`src/rtl/memory_access_unit_pkg.sv`:
```
`default_nettype none
// ============================================================================
// Module   : mips_memory_pkg
// Purpose  : Shared opcodes, FSM state type and helpers for the MIPS
//            memory-stage data-bus controller.
// Revision : 1.0 - initial release
// ============================================================================
package mips_memory_pkg;

  // MIPS primary opcodes for loads and stores
  localparam logic [5:0] OP_LB  = 6'h20;
  localparam logic [5:0] OP_LH  = 6'h21;
  localparam logic [5:0] OP_LWL = 6'h22;
  localparam logic [5:0] OP_LW  = 6'h23;
  localparam logic [5:0] OP_LBU = 6'h24;
  localparam logic [5:0] OP_LHU = 6'h25;
  localparam logic [5:0] OP_LWR = 6'h26;
  localparam logic [5:0] OP_SB  = 6'h28;
  localparam logic [5:0] OP_SH  = 6'h29;
  localparam logic [5:0] OP_SW  = 6'h2B;

  typedef enum logic [1:0] {
    IDLE = 2'd0,
    BUS  = 2'd1,
    DONE = 2'd2
  } memory_state_t;

  // Word ops need a 4-byte aligned address, halfword ops a 2-byte aligned one.
  function automatic logic misaligned(input logic [5:0] op, input logic [1:0] a);
    case (op)
      OP_LW, OP_SW:         misaligned = (a != 2'b00);
      OP_LH, OP_LHU, OP_SH: misaligned = a[0];
      default:              misaligned = 1'b0;
    endcase
  endfunction

endpackage
`default_nettype wire

```
`src/rtl/memory_access_unit_if.sv`:
```
`default_nettype none
// ============================================================================
// Module   : memory_access_unit_if
// Purpose  : Avalon-style data bus between the memory stage and the data
//            memory slave (address, read/write, waitrequest, data, enables).
// Revision : 1.0 - initial release
// ============================================================================
interface memory_access_unit_if;
  logic [31:0] data_address;
  logic        data_read;
  logic        data_write;
  logic        data_waitrequest;
  logic [31:0] data_writedata;
  logic [3:0]  data_byteenable;
  logic [31:0] data_readdata;

  modport master (
    output data_address, data_read, data_write, data_writedata, data_byteenable,
    input  data_waitrequest, data_readdata
  );

  modport slave (
    input  data_address, data_read, data_write, data_writedata, data_byteenable,
    output data_waitrequest, data_readdata
  );
endinterface
`default_nettype wire

```
`src/rtl/memory_access_unit_lane_decoder.sv`:
```
`default_nettype none
// ============================================================================
// Module   : memory_lane_decoder
// Purpose  : Combinational byte-enable and store-lane replication for the
//            current load/store opcode and low address bits.
// Revision : 1.0 - initial release
// ============================================================================
module memory_lane_decoder
  import mips_memory_pkg::*;
(
  input  logic [5:0]  i_op,
  input  logic [1:0]  i_addr,
  input  logic [31:0] i_rt,
  output logic [3:0]  o_byteenable,
  output logic [31:0] o_writedata
);

  // Byte enables: sub-word ops select the addressed lanes, LWL/LWR select the
  // partial-word lanes, everything else is a full word.
  always_comb begin
    o_byteenable = 4'b1111;
    case (i_op)
      OP_LB, OP_LBU, OP_SB: o_byteenable = 4'b0001 << i_addr;
      OP_LH, OP_LHU, OP_SH: o_byteenable = i_addr[1] ? 4'b1100 : 4'b0011;
      OP_LWL: begin
        case (i_addr)
          2'd0:    o_byteenable = 4'b0001;
          2'd1:    o_byteenable = 4'b0011;
          2'd2:    o_byteenable = 4'b0111;
          default: o_byteenable = 4'b1111;
        endcase
      end
      OP_LWR: begin
        case (i_addr)
          2'd0:    o_byteenable = 4'b1111;
          2'd1:    o_byteenable = 4'b1110;
          2'd2:    o_byteenable = 4'b1100;
          default: o_byteenable = 4'b1000;
        endcase
      end
      default: o_byteenable = 4'b1111;
    endcase
  end

  // Store data is replicated across all lanes so the enables pick the right one.
  always_comb begin
    o_writedata = i_rt;
    case (i_op)
      OP_SB:   o_writedata = {4{i_rt[7:0]}};
      OP_SH:   o_writedata = {2{i_rt[15:0]}};
      default: o_writedata = i_rt;
    endcase
  end

endmodule
`default_nettype wire

```
`src/rtl/memory_access_unit.sv`:
```
`default_nettype none
// ============================================================================
// Module   : memory_access_unit
// Purpose  : Memory-stage data-bus controller. Runs one Avalon-style
//            transaction per load/store, stalls the pipeline until done and
//            hands the raw read word plus byte enables to MEM/WB.
// Options  : MEMORY_ALIGN_CHECK_EN - adds address_error_memory and suppresses
//            bus transactions for misaligned word/halfword accesses.
// Revision : 1.0 - initial release
// ============================================================================
module memory_access_unit
  import mips_memory_pkg::*;
(
  input  logic        clk,
  input  logic        reset,
  input  logic        memory_read_memory,
  input  logic        memory_write_memory,
  input  logic [5:0]  op_memory,
  input  logic [31:0] ALU_output_memory,
  input  logic [31:0] write_data_memory,
  output logic [31:0] read_data_memory,
  output logic [3:0]  byteenable_memory,
  output logic        memory_stall,
`ifdef MEMORY_ALIGN_CHECK_EN
  output logic        address_error_memory,
`endif
  memory_access_unit_if.master bus
);

  memory_state_t r_state;
  logic [31:0]   r_address;
  logic [31:0]   r_writedata;
  logic [3:0]    r_byteenable;
  logic          r_read;
  logic          r_write;
  logic [31:0]   r_read_data;

  logic [3:0]    w_be;
  logic [31:0]   w_wdata;
  logic          w_addr_err;
  logic          w_req;

  memory_lane_decoder u_lane_decoder (
    .i_op         (op_memory),
    .i_addr       (ALU_output_memory[1:0]),
    .i_rt         (write_data_memory),
    .o_byteenable (w_be),
    .o_writedata  (w_wdata)
  );

`ifdef MEMORY_ALIGN_CHECK_EN
  assign w_addr_err           = misaligned(op_memory, ALU_output_memory[1:0]);
  assign address_error_memory = w_addr_err;
`else
  assign w_addr_err = 1'b0;
`endif

  // A misaligned access (when checked) never starts a bus cycle.
  assign w_req = (memory_read_memory | memory_write_memory) & ~w_addr_err;

  assign byteenable_memory    = w_be;
  assign read_data_memory     = r_read_data;
  assign bus.data_address     = r_address;
  assign bus.data_read        = r_read;
  assign bus.data_write       = r_write;
  assign bus.data_writedata   = r_writedata;
  assign bus.data_byteenable  = r_byteenable;

  // Stall while a request waits to launch and while the bus is busy; DONE lets
  // the pipeline advance.
  assign memory_stall = ((r_state == IDLE) & w_req) | (r_state == BUS);

  // Transaction FSM with registered bus outputs; write wins when both set.
  always_ff @(posedge clk or posedge reset) begin
    if (reset) begin
      r_state      <= IDLE;
      r_address    <= 32'd0;
      r_writedata  <= 32'd0;
      r_byteenable <= 4'd0;
      r_read       <= 1'b0;
      r_write      <= 1'b0;
      r_read_data  <= 32'd0;
    end else begin
      case (r_state)
        IDLE: begin
          if (w_req) begin
            r_address    <= {ALU_output_memory[31:2], 2'b00};
            r_byteenable <= w_be;
            r_writedata  <= w_wdata;
            r_write      <= memory_write_memory;
            r_read       <= ~memory_write_memory;
            r_state      <= BUS;
          end
        end
        BUS: begin
          if (!bus.data_waitrequest) begin
            if (r_read) r_read_data <= bus.data_readdata;
            r_read       <= 1'b0;
            r_write      <= 1'b0;
            r_byteenable <= 4'd0;
            r_state      <= DONE;
          end
        end
        DONE:    r_state <= IDLE;
        default: r_state <= IDLE;
      endcase
    end
  end

endmodule
`default_nettype wire

```
`src/flat_wrapper.sv`:
```
// flat-port wrapper written by rule: the top's interface ports become plain ports
module memory_access_unit_flat import mips_memory_pkg::*;
  (clk, reset, memory_read_memory, memory_write_memory, op_memory, ALU_output_memory, write_data_memory, read_data_memory, byteenable_memory, memory_stall, bus_data_address, bus_data_read, bus_data_write, bus_data_writedata, bus_data_byteenable, bus_data_waitrequest, bus_data_readdata);
  memory_access_unit_if bus_i ();
  input  logic clk;
  input  logic reset;
  input  logic memory_read_memory;
  input  logic memory_write_memory;
  input  logic [5:0] op_memory;
  input  logic [31:0] ALU_output_memory;
  input  logic [31:0] write_data_memory;
  output logic [31:0] read_data_memory;
  output logic [3:0] byteenable_memory;
  output logic memory_stall;
  output wire logic [$bits(bus_i.data_address)-1:0] bus_data_address;
  output wire logic [$bits(bus_i.data_read)-1:0] bus_data_read;
  output wire logic [$bits(bus_i.data_write)-1:0] bus_data_write;
  output wire logic [$bits(bus_i.data_writedata)-1:0] bus_data_writedata;
  output wire logic [$bits(bus_i.data_byteenable)-1:0] bus_data_byteenable;
  input wire logic [$bits(bus_i.data_waitrequest)-1:0] bus_data_waitrequest;
  input wire logic [$bits(bus_i.data_readdata)-1:0] bus_data_readdata;
  assign bus_data_address = bus_i.data_address;
  assign bus_data_read = bus_i.data_read;
  assign bus_data_write = bus_i.data_write;
  assign bus_data_writedata = bus_i.data_writedata;
  assign bus_data_byteenable = bus_i.data_byteenable;
  assign bus_i.data_waitrequest = bus_data_waitrequest;
  assign bus_i.data_readdata = bus_data_readdata;
  memory_access_unit u_core (.clk(clk), .reset(reset), .memory_read_memory(memory_read_memory), .memory_write_memory(memory_write_memory), .op_memory(op_memory), .ALU_output_memory(ALU_output_memory), .write_data_memory(write_data_memory), .read_data_memory(read_data_memory), .byteenable_memory(byteenable_memory), .memory_stall(memory_stall), .bus(bus_i));
endmodule
```
`config.mk`:
```
export PLATFORM = sky130hd
export DESIGN_NAME = memory_access_unit_flat
export DESIGN_NICKNAME = d
export VERILOG_FILES = /design/src/rtl/memory_access_unit_pkg.sv /design/src/rtl/memory_access_unit_if.sv /design/src/rtl/memory_access_unit_lane_decoder.sv /design/src/rtl/memory_access_unit.sv /design/src/flat_wrapper.sv
export SDC_FILE = /design/constraint.sdc
export NUM_CORES = 1
export LEC_CHECK = 0
export ABC_AREA = 1
export CORE_MARGIN = 1.5
export CORE_UTILIZATION = 40
export CTS_CLUSTER_SIZE = 8
export DETAILED_ROUTE_END_ITERATION = 6
export GPL_TIMING_DRIVEN = 0
export PLACE_DENSITY_LB_ADDON = 0.12
export SLEW_MARGIN = 20
export SYNTH_ARGS = -nofsm -noshare
export SYNTH_HDL_FRONTEND = slang
export SYNTH_HIERARCHICAL = 1
export SYNTH_SLANG_ARGS = --single-unit
```
`constraint.sdc`:
```
create_clock -name clk -period 9 [get_ports clk]
set_input_delay 1.35 -clock clk [delete_from_list [all_inputs] [get_ports clk]]
set_output_delay 1.35 -clock clk [all_outputs]
set_load 0.005 [all_outputs]
```
-- Word-level counts from Yosys, hierarchy flattened
Index checks and enable logic that the tools add are counted.
- flip-flop bits (word level): 102
- bits in latches: 0
- memory bits (writable): 0
- ROM bits: 0
- bits of input ports: 107
- output and inout bits: 107
- logic and storage cells: 51
- memories: 0
- add/sub/neg operators: 0
- multipliers: 0
- div/mod/pow operators: 0
- $lt $le $gt $ge: 0
- equal/unequal tests: 13
- shifts and indexed selects: 1
- mux-type cells: 16
- bitwise logic cells: 5
- reductions and logical operators: 9
- operators with widths (cell ; number):
    one-hot mux 32 bit (2 select lines) ; 1
    == test 6 bit, second input constant ; 8
    one-hot mux 4 bit (4 select lines) ; 1
    two-way mux 4 bit ; 3
    one-hot mux 4 bit (3 select lines) ; 1
    one-hot mux 3 bit (3 select lines) ; 1
    one-hot mux 4 bit (2 select lines) ; 1
    AND reduction 3 bit ; 2
    OR reduction 3 bit ; 2
    == test 2 x 1 -> 1 bit, second input constant ; 2
    logical NOT 2 bit ; 2
    two-way mux 2 bit ; 2
    one-hot mux 1 bit (2 select lines) ; 2
    one-hot mux 2 bit (2 select lines) ; 1
    AND reduction 2 bit ; 2
    left shift 1 x 2 -> 4 bit, first input constant ; 1
    two-way mux 1 bit ; 3
    == test 2 bit, second input constant ; 1
    != test 2 x 1 -> 1 bit, second input constant ; 1
    != test 2 bit, second input constant ; 1
    inverter 1 bit ; 2
    bitwise OR 1 bit ; 2
    nonzero test 2 bit ; 1
    AND 1 bit ; 1

-- Longest topological paths before layout
- depth in word-level cells: 5
- depth in mapped cells: 9

-- Hierarchy
The synthesis kept the hierarchy.
- modules (own cells, without submodules) (module ; instances ; cells each ; area an instance (µm²) ; seq. area each (µm²)):
    memory_access_unit ; 1 ; 452 ; 4106.4 ; 2552.4
    memory_lane_decoder ; 1 ; 143 ; 709.4 ; 0.0

-- Worst setup path before layout
OpenSTA, ideal clock, no wires.
- path type: input port to output port
- start: in op_memory[0]
- end: out byteenable_memory[0]
- data arrival time: 2005 ps
- required time: 7650 ps
- path slack: 5645 ps
- stages on the path: 4
- path through: nor2_1 -> nand3_1 -> nand3_1 -> nand3_1
- longest elaborated chain between the ends: 3
- ends and longest elaborated chain (what ; line ; RTL):
    start, declared ; flat_wrapper.sv:9 ; input logic [5:0] op_memory;
    == test 6 bit ; memory_access_unit_lane_decoder.sv:22 ; case (i_op)
    OR reduction 3 bit ; memory_access_unit_lane_decoder.sv:22 ;
    one-hot mux 4 bit (4 select lines) (*) ; memory_access_unit_lane_decoder.sv:22 ;
    end, declared ; flat_wrapper.sv:13 ; output logic [3:0] byteenable_memory;
Every way passes the cells marked *; elsewhere a longest branch is shown, timed or not.

-- Final worst setup path
- start: in op_memory[0]
- end: out byteenable_memory[2]
The elaborated chain is that of the path after synthesis.

==> results.sh <==
export IMPL_crit_type="primary input to output pin"
export IMPL_grt_pass1_wl_microns=22600
export IMPL_post_cts_resize_count=0
export IMPL_final_max_slew_violation_count=0
export IMPL_grt_pass1_vias=4639
export IMPL_core_sq_mm=0.0116
export IMPL_hold_path_class="register to register"
export IMPL_setup_viol=0
export IMPL_htree_levels=3
export IMPL_yosys_top_cells_area="dfrtp_1 (53%), nand2_1 (20%), nand3_1 (15%), buf_4 (3.1%), inv_1 (1.5%)"
export IMPL_ys_ff_latch=102
export IMPL_clock_sinks=102
export IMPL_final_common_cell="nand2_1"
export IMPL_numCtsBuffers=9
export IMPL_routed_wirelength_microns=14100
export IMPL_power_density_mw_per_mm2=301
export IMPL_die_x_microns=113
export IMPL_layout_common_cells="nand2_1 (255), clkdlybuf4s50_1 (211), nand3_1 (145)"
export IMPL_ant_nets=0
export IMPL_tns_ns=0
export IMPL_crit_fanout=3
export IMPL_place_congestion=0.944
export IMPL_vias=4685
export IMPL_clock_path_buffers=2
export IMPL_netlist_area_sq_mm=0.00482
export IMPL_maxCapViolations=0
export IMPL_ys_seq_area_share_pct=53.0
export IMPL_hpwl_microns=10700
export IMPL_clkSlewWorstSetupHoldPaths_ns=0.07
export IMPL_drcViolationCount=0
export IMPL_start_util_pct=41.6
export IMPL_cts_tree="yes"
export IMPL_leakage_nw=3.74
export IMPL_ys_types=18
export IMPL_portBuffers=211
export IMPL_insertedDiodeCount=0
export IMPL_grt_setup_unrepaired="false"
export IMPL_cp_end_kind="output pin"
export IMPL_cts_root_buffer_cell="clkbuf_16"
export IMPL_final_net_count=926
export IMPL_vdd_ir_drop_worst_mv=0.182
export IMPL_grt_overflow=0
export IMPL_synth_top_cell_by_area="dfrtp_1"
export IMPL_antenna_found_initial=0
export IMPL_drt_iter0_markers=293
export IMPL_status="completed"
export IMPL_track_usage_pct=22.3
export IMPL_arrival_ns=3.25
export IMPL_final_core_util_pct=64.7
export IMPL_netlist_area_leader_share_pct=53.0
export IMPL_period_needed_ns=4.60
export IMPL_clock_latency_ns=0.34
export IMPL_max_freq_mhz=217
export IMPL_hold_viol=0
export IMPL_hold_buffers=0
export IMPL_grt_max_degree=54
export IMPL_design_die_area_sq_mm=0.0127
export IMPL_post_cts_buffers=0
export IMPL_critPathLaunchType="primary input"
export IMPL_synthCells=595
export IMPL_min_period_over_period_pct=51.2
export IMPL_syn_avg_cell_area_sq_um=8.09
export IMPL_drive_gt1_share_pct=8.86
export IMPL_die_y_microns=113
export IMPL_dr_pass1_iters=6
export IMPL_viasPerCell=4.84
export IMPL_cp_data_required_time_ns=7.65
export IMPL_ys_warn_count=6
export IMPL_syn_to_final_growth_pct=55.4
export IMPL_ioPinCount=214
export IMPL_fp_row_count=39
export IMPL_finClkSkew_ns=0.00675
export IMPL_detail_route_wl_per_cell_microns=14.6
## sequential cells by signal, indices dropped and copies added (netlist names)
name and count:
u_core/bus.data_address 30, u_core/bus.data_byteenable 4, u_core/bus.data_read 1, u_core/bus.data_write 1, u_core/bus.data_writedata 32, u_core/r_state 2
u_core/read_data_memory 32
## through the flow
stage / hold slack, ns / worst slack, ns / total power [mW] / cell area, sq um / cells
floorplan: 0.465 / 4.97 / 1.21 / 4820 / 596
global placement: 0.452 / 3.50 / 1.81 / 7110 / 950
detailed placement: 0.457 / 4.47 / 1.83 / 7140 / 951
CTS: 0.474 / 4.46 / 2.28 / 7490 / 967
global route: 0.485 / 4.33 / 2.41 / 7490 / 967
finish: 0.471 / 4.40 / 2.25 / 7490 / 967
## kinds of logic after synthesis
family / count (synthesis) / synth area share, %
flops: 102 / 53.0
buf+inv: 66 / 8.00
compound gates: 1 / 0.104
other cells: 1 / 0.0779
simple gates: 425 / 38.8
## worst max-delay path, stage by stage
cell,delay (ns)
clkdlybuf4s50_1,0.47
inv_1,0.06
nor2_1,0.24
nand3_1,0.20
nor2_1,0.23
nor2_1,0.07
nand3_1,0.11
clkdlybuf4s50_1,0.51
## cells in the mapped netlist (all sizes together)
library cell,n
conb,1
nor2,17
o21ai,1
dfrtp,102
nand3,151
inv,22
buf,39
clkbuf,4
clkinv,1
nand2,257
## final cells by class
type                       instances  area, sq um
timing repair buffer             212         2140
multi-input combinational        428         1880
clock buffer                      12          267
tap                              143          179
inverter                          23         92.6
clock inverter                     4         76.3
buffer                            43          298
fill                            1029         4080
sequential                       102         2550
## layer usage
| layer | share of wire (%) | track usage, % |
|---|---|---|
| met5 | 0 | 0 |
| met3 | 7.4 | 4.45 |
| met2 | 48 | 38.8 |
| met1 | 42 | 27.7 |
| met4 | 2.2 | 7.76 |
## worst paths after layout
check                                                         from                                        end  slack, ns  depth (start not counted)
setup / recovery                                      op_memory[0]                       byteenable_memory[2]       4.40                          8
hold / removal             u_core/read_data_memory[29]$_DFFE_PP0P_    u_core/read_data_memory[29]$_DFFE_PP0P_       0.47                          2
setup reg to reg                     u_core/r_state[0]$_DFFE_PP0P_  u_core/bus.data_byteenable[0]$_DFFE_PP0P_       7.64                          5
hold reg to reg            u_core/read_data_memory[29]$_DFFE_PP0P_    u_core/read_data_memory[29]$_DFFE_PP0P_       0.47                          2
max in group asynchronous                                    reset  u_core/bus.data_writedata[27]$_DFFE_PP0P_       6.98                          3
min in group asynchronous                                    reset    u_core/read_data_memory[11]$_DFFE_PP0P_       1.40                          2
## report_power, final
group / total (mW) / switching (mW) / internal (mW)
sequential: 0.794 / 0.117 / 0.677
clock: 0.434 / 0.167 / 0.268
combinational: 1.02 / 0.458 / 0.566
total: 2.25 / 0.742 / 1.51
Power figures use the tool's default switching activity.
